<file path="config.mk">
export PLATFORM = sky130hd
export DESIGN_NAME = mat_result_streamer_flat
export DESIGN_NICKNAME = d
export VERILOG_FILES = /design/src/rtl/mat_result_streamer_if.sv /design/src/rtl/mat_result_streamer.sv /design/src/flat_wrapper.sv
export SDC_FILE = /design/constraint.sdc
export NUM_CORES = 1
export LEC_CHECK = 0
export ABC_AREA = 1
export BUFFER_PORTS_ARGS = -buffer_cell sky130_fd_sc_hd__buf_2
export CAP_MARGIN = 20
export CORE_MARGIN = 2
export CORE_UTILIZATION = 45
export DETAILED_ROUTE_END_ITERATION = 16
export PLACE_DENSITY = 0.69
export REMOVE_ABC_BUFFERS = 1
export SLEW_MARGIN = 20
export SYNTH_ARGS = -nofsm -noshare
export SYNTH_HDL_FRONTEND = slang
export SYNTH_SLANG_ARGS = --single-unit
</file>
<file path="constraint.sdc">
create_clock -name clk -period 8.3 [get_ports clk]
set_input_delay 1.66 -clock clk [delete_from_list [all_inputs] [get_ports clk]]
set_output_delay 1.66 -clock clk [all_outputs]
set_load 0.05 [all_outputs]
</file>
<file path="src/rtl/mat_result_streamer_if.sv">
// Capture-side and stream-side signals of the matrix result streamer.
// slave is the streamer's view; master is the producer/consumer view.
interface mat_result_streamer_if #(
  parameter int DATA_W = 10
);
  logic              load;
  logic [DATA_W-1:0] S0, S1, S2, S3, S4, S5, S6, S7;
  logic              load_ready;
  logic [DATA_W-1:0] out_data;
  logic [1:0]        out_row;
  logic              out_col;
  logic              out_valid;
  logic              out_ready;
  logic              out_last;
  logic              busy;
  logic              ovf_err;
  logic              clr_err;

  modport slave (
    input  load, S0, S1, S2, S3, S4, S5, S6, S7, out_ready, clr_err,
    output load_ready, out_data, out_row, out_col, out_valid, out_last, busy, ovf_err
  );

  modport master (
    output load, S0, S1, S2, S3, S4, S5, S6, S7, out_ready, clr_err,
    input  load_ready, out_data, out_row, out_col, out_valid, out_last, busy, ovf_err
  );
endinterface

</file>
<file path="src/rtl/mat_result_streamer.sv">
// Ping-pong buffers one 4x2 result matrix per load and streams it row-major; first beat 1 cycle after load.
// out_ready low freezes the presented beat; load_ready drops only while both banks hold unsent data.
module mat_result_streamer #(
  parameter int DATA_W = 10,
  parameter int N_ELEM = 8
) (
  input  logic                   clk,
  input  logic                   rst_n,
  mat_result_streamer_if.slave   bus
);
  localparam int              IDX_W    = $clog2(N_ELEM);
  localparam logic [IDX_W-1:0] LAST_IDX = IDX_W'(N_ELEM - 1);

  typedef enum logic { IDLE, STREAM } state_t;

  state_t            state;
  logic [1:0]        count;
  logic              wbank;
  logic              rbank;
  logic [IDX_W-1:0]  idx;
  logic [DATA_W-1:0] out_data;
  logic [1:0]        out_row;
  logic              out_col;
  logic              out_valid;
  logic              out_last;
  logic              ovf_err;

  logic [DATA_W-1:0] s_in [N_ELEM];
  logic [DATA_W-1:0] bank [2][N_ELEM];

  logic              load_ready;
  logic              accept;
  logic              fire;
  logic [IDX_W-1:0]  idx_nxt;

  assign s_in[0] = bus.S0;
  assign s_in[1] = bus.S1;
  assign s_in[2] = bus.S2;
  assign s_in[3] = bus.S3;
  assign s_in[4] = bus.S4;
  assign s_in[5] = bus.S5;
  assign s_in[6] = bus.S6;
  assign s_in[7] = bus.S7;

  // load_ready comes from the registered count only, never from out_ready.
  assign load_ready = (count < 2'd2);
  assign accept     = bus.load & load_ready;
  assign fire       = out_valid & bus.out_ready;
  assign idx_nxt    = idx + 1'b1;

  // Bank storage carries no reset; stale contents are never presented.
  always_ff @(posedge clk) begin
    if (accept) begin
      for (int k = 0; k < N_ELEM; k++) begin
        bank[wbank][k] <= s_in[k];
      end
    end
  end

  always_ff @(posedge clk or negedge rst_n) begin
    if (!rst_n) begin
      state     <= IDLE;
      count     <= 2'd0;
      wbank     <= 1'b0;
      rbank     <= 1'b0;
      idx       <= '0;
      out_data  <= '0;
      out_row   <= 2'd0;
      out_col   <= 1'b0;
      out_valid <= 1'b0;
      out_last  <= 1'b0;
      ovf_err   <= 1'b0;
    end else begin
      case ({accept, fire && (idx == LAST_IDX)})
        2'b10:   count <= count + 2'd1;
        2'b01:   count <= count - 2'd1;
        default: count <= count;
      endcase

      if (accept) begin
        wbank <= ~wbank;
      end

      if (bus.load && !load_ready) begin
        ovf_err <= 1'b1;
      end else if (bus.clr_err) begin
        ovf_err <= 1'b0;
      end

      case (state)
        IDLE: begin
          // The bank being written this edge is also the read bank, so take element 0 from the inputs.
          if (accept) begin
            state     <= STREAM;
            out_valid <= 1'b1;
            idx       <= '0;
            out_data  <= s_in[0];
            out_row   <= 2'd0;
            out_col   <= 1'b0;
            out_last  <= 1'b0;
          end
        end
        STREAM: begin
          if (fire) begin
            if (idx == LAST_IDX) begin
              rbank    <= ~rbank;
              idx      <= '0;
              out_row  <= 2'd0;
              out_col  <= 1'b0;
              out_last <= 1'b0;
              if (count == 2'd2) begin
                out_data <= bank[~rbank][0];
              end else if (accept) begin
                out_data <= s_in[0];
              end else begin
                state     <= IDLE;
                out_valid <= 1'b0;
                out_data  <= '0;
              end
            end else begin
              idx      <= idx_nxt;
              out_data <= bank[rbank][idx_nxt];
              out_row  <= idx_nxt[IDX_W-1:1];
              out_col  <= idx_nxt[0];
              out_last <= (idx_nxt == LAST_IDX);
            end
          end
        end
        default: state <= IDLE;
      endcase
    end
  end

  assign bus.load_ready = load_ready;
  assign bus.out_data   = out_data;
  assign bus.out_row    = out_row;
  assign bus.out_col    = out_col;
  assign bus.out_valid  = out_valid;
  assign bus.out_last   = out_last;
  assign bus.busy       = (count != 2'd0);
  assign bus.ovf_err    = ovf_err;
endmodule

</file>
<file path="src/flat_wrapper.sv">
// flat-port wrapper written by rule: the top's interface ports become plain ports
module mat_result_streamer_flat 
#(
  parameter int DATA_W = 10,
  parameter int N_ELEM = 8
)
  (clk, rst_n, bus_load, bus_S0, bus_S1, bus_S2, bus_S3, bus_S4, bus_S5, bus_S6, bus_S7, bus_out_ready, bus_clr_err, bus_load_ready, bus_out_data, bus_out_row, bus_out_col, bus_out_valid, bus_out_last, bus_busy, bus_ovf_err);
  mat_result_streamer_if #(.DATA_W(DATA_W)) bus_i ();
  input  logic clk;
  input  logic rst_n;
  input wire logic [$bits(bus_i.load)-1:0] bus_load;
  input wire logic [$bits(bus_i.S0)-1:0] bus_S0;
  input wire logic [$bits(bus_i.S1)-1:0] bus_S1;
  input wire logic [$bits(bus_i.S2)-1:0] bus_S2;
  input wire logic [$bits(bus_i.S3)-1:0] bus_S3;
  input wire logic [$bits(bus_i.S4)-1:0] bus_S4;
  input wire logic [$bits(bus_i.S5)-1:0] bus_S5;
  input wire logic [$bits(bus_i.S6)-1:0] bus_S6;
  input wire logic [$bits(bus_i.S7)-1:0] bus_S7;
  input wire logic [$bits(bus_i.out_ready)-1:0] bus_out_ready;
  input wire logic [$bits(bus_i.clr_err)-1:0] bus_clr_err;
  output wire logic [$bits(bus_i.load_ready)-1:0] bus_load_ready;
  output wire logic [$bits(bus_i.out_data)-1:0] bus_out_data;
  output wire logic [$bits(bus_i.out_row)-1:0] bus_out_row;
  output wire logic [$bits(bus_i.out_col)-1:0] bus_out_col;
  output wire logic [$bits(bus_i.out_valid)-1:0] bus_out_valid;
  output wire logic [$bits(bus_i.out_last)-1:0] bus_out_last;
  output wire logic [$bits(bus_i.busy)-1:0] bus_busy;
  output wire logic [$bits(bus_i.ovf_err)-1:0] bus_ovf_err;
  assign bus_i.load = bus_load;
  assign bus_i.S0 = bus_S0;
  assign bus_i.S1 = bus_S1;
  assign bus_i.S2 = bus_S2;
  assign bus_i.S3 = bus_S3;
  assign bus_i.S4 = bus_S4;
  assign bus_i.S5 = bus_S5;
  assign bus_i.S6 = bus_S6;
  assign bus_i.S7 = bus_S7;
  assign bus_i.out_ready = bus_out_ready;
  assign bus_i.clr_err = bus_clr_err;
  assign bus_load_ready = bus_i.load_ready;
  assign bus_out_data = bus_i.out_data;
  assign bus_out_row = bus_i.out_row;
  assign bus_out_col = bus_i.out_col;
  assign bus_out_valid = bus_i.out_valid;
  assign bus_out_last = bus_i.out_last;
  assign bus_busy = bus_i.busy;
  assign bus_ovf_err = bus_i.ovf_err;
  mat_result_streamer #(.DATA_W(DATA_W), .N_ELEM(N_ELEM)) u_core (.clk(clk), .rst_n(rst_n), .bus(bus_i));
endmodule
</file>
==> flow_summary_export.csv <==
group,metric,value,unit
timing,tightest_slew,1.02,ns
cells_and_area,seq_area,5330,um^2
setup_path,worstPathMaxFanout,48,
die,initial_utilization,0.460,
placement,detailedPlacementHpwl,10600,um
timing,hold_viol_final,0,
global_route,grt_overflow,0,
power,p_leak,3.99,nW
yosys,synth_async_sr_flop_share,0.116,
clocking,cts_resized,0,
timing,setup_slack,3.99,ns
timing,slew_headroom,0.319,
flow_run,drv_cap,0,
setup_path,cp-start-kind,"input pin",
die,die_w,137,um
die,num_rows,48,
drt,vias,5584,
clocking,path_clk_slew,0.06,ns
clocking,clock_path_buffers,2,
clocking,clock-sinks,181,
setup_path,worst_setup_path_end_kind,"flip-flop",
timing,slew_viol_final,0,
timing,fin_worst_skew,0.00524,ns
die,dieArea,18800,um^2
placement,dp_slack,3.52,ns
timing,fin_setup_tns,0,ns
setup_path,crit_start,"bus_load",
die,fp.dieH,137,um
setup_path,cp.arrival,4.37,ns
clocking,cts_tree,"done",
global_route,grt_pass1_vias,5259,
yosys,ys_seq_area_frac,0.667,
power,p_per_area,342,nW/um^2
global_route,antenna_found_initial,3,
yosys,ys_types,26,
timing,post-route-period-util,0.519,
drt,ant_nets,0,
clocking,holdBufCountCts,0,
cells_and_area,layout.nets,964,
cells_and_area,multiInputGateArea,2050,um^2
drt,drcViolationCount,0,
drt,totalWireLength,17700,um
cells_and_area,layout-drive-gt1-share,0.162,
yosys,synth-edff-count,160,
placement,port_buffers,102,
setup_path,crit_end,"u_core.bank[1][7]$_DFFE_PP_",
die,design.core.area,17400,um^2
global_route,track_usage,0.198,
clocking,clock_latency,0.43,ns
setup_path,critical_path_class,"input pin to flip-flop",
run_status,outcome,"finished, final reports clean",
setup_path,reg2reg_depth,4,
global_route,grt_max_degree,74,
yosys,ys_dominant_reg_cell,"edfxtp_1",
yosys,synth_top_area_share,0.601,
setup_path,cp.required,8.36,ns
yosys,ys_ff_latch,181,
placement,gp_congestion,0.762,
timing,rsz0062_at_grt,"no",
cells_and_area,area_delta_synth_final,14.3,%
timing,period_minus_slack,4.31,ns
yosys,avgSynthCellArea,10.2,um^2
drt,drtPass1Iterations,7,
timing,fmaxAchievable,0.232,GHz
yosys,synthTopCellsByCount,"nand2_1 (251), edfxtp_1 (160), nand3_1 (111)",
clocking,numCtsBuffers,17,
setup_path,rr_endpoint,"u_core.bank[1][7]$_DFFE_PP_",
setup_path,r2r-start,"u_core.count[1]$_DFFE_PN0P_",
drt,vias_per_cell,5.01,
clocking,h-tree-depth,4,
yosys,synth.area.top_cells,"edfxtp_1 (60%), nand2_1 (12%), nand3_1 (7.0%)",
power,irDropWorstVdd,0.271,mV
die,ios,103,
yosys,synth_top_cell_by_area,"edfxtp_1",
cells_and_area,fillers,1536,
drt,detail_route.wl_per_cell,15.9,um
clocking,post_cts_buffers,0,
yosys,ys_warn_count,0,
timing,setup_violations,0,
yosys,synth.most_common_cell,"nand2_1",
global_route,grt_pass1_wl,27700,um
yosys,synth_cells,787,
yosys,synth_area,7990,um^2
clocking,root_buffer,"clkbuf_16",
setup_path,rrSetupSlack,4.93,ns
hold_path,hold_class,"flip-flop to flip-flop",
drt,drt_iter0_drc,537,
timing,holdWs,0.495,ns
sequential cells by signal, indices dropped and copies added, names as in the netlist:
name	flops
u_core.state	1
u_core.bus.out_last	1
u_core.bus.out_row	2
u_core.count	2
u_core.idx	1
u_core.wbank	1
u_core.bus.out_data	10
u_core.bus.out_valid	1
u_core.bus.ovf_err	1
u_core.bank	160
u_core.rbank	1
layout by cell type, fill, tap and decap left out, drive strengths merged:
cell type	n
a21oi	21
a31oi	10
buf	108
clkbuf	18
clkinv	14
clkinvlp	2
dfrtp	21
diode	2
edfxtp	160
ha	5
inv	106
nand2	251
nand3	111
nor2	18
o211ai	1
o21ai	35
o22ai	1
o41ai	1
xnor2	1
xor2	3
per-layer routing:
layer	part of all wire	global-route usage	up-vias
met4	0.016	0.0699	2
met3	0.054	0.0412	21
met1	0.45	0.271	2636
li1	-	-	2770
met5	0.00073	0	-
met2	0.48	0.315	155
where the power goes:
group / switching (W) / internal [W]
registers: 0.000108 / 0.00120
clock network: 0.000320 / 0.000373
logic: 0.000813 / 0.000317
area by class of cell:
type                       instances  share of cell area
timing repair buffer             108              0.0608
tap                              225              0.0308
inverter                         108              0.0447
sequential                       181               0.584
clock buffer                      18              0.0470
multi-input combinational        458               0.225
antenna                            2            0.000548
clock inverter                    14             0.00767
logic make-up (layout without fill, tap and decap cells):
family,Yosys count,count (layout),share of synthesized area
flops,181,181,0.667
buf+inv,148,248,0.0781
compound gates,69,69,0.0462
fa+ha+maj,5,5,0.00783
other cells,0,2,0
simple gates,380,380,0.196
xor+xnor,4,4,0.00438
worst max-delay path, stage by stage:
cell and delay [ns]:
buf_2 0.07, inv_1 0.04, nor2_1 0.76, inv_2 0.25
nor2_4 0.84, buf_4 0.68
stage by stage:
step                power (W)  instances   util  instance area [um^2]
detailed placement    0.00245       1080  0.497                  8630
global placement      0.00243       1080  0.497                  8630
floorplan             0.00209        747      -                  7770
finish                0.00313       1114  0.526                  9140
CTS                   0.00315       1112  0.526                  9130
global route          0.00333       1113  0.526                  9130
worst min-delay path by stage:
stage	cells past startpoint	endpoint	startpoint
finish	2	u_core.bus.out_last$_DFFE_PN0P_	u_core.bus.out_last$_DFFE_PN0P_
global route	2	u_core.bus.out_last$_DFFE_PN0P_	u_core.bus.out_last$_DFFE_PN0P_
CTS	2	u_core.bus.out_last$_DFFE_PN0P_	u_core.bus.out_last$_DFFE_PN0P_
detailed placement	2	u_core.bus.out_last$_DFFE_PN0P_	u_core.bus.out_last$_DFFE_PN0P_
global placement	2	u_core.bus.out_last$_DFFE_PN0P_	u_core.bus.out_last$_DFFE_PN0P_
floorplan	1	u_core.wbank$_DFFE_PN0N_	u_core.wbank$_DFFE_PN0N_
No activity file was read; power rests on OpenSTA's default activity.
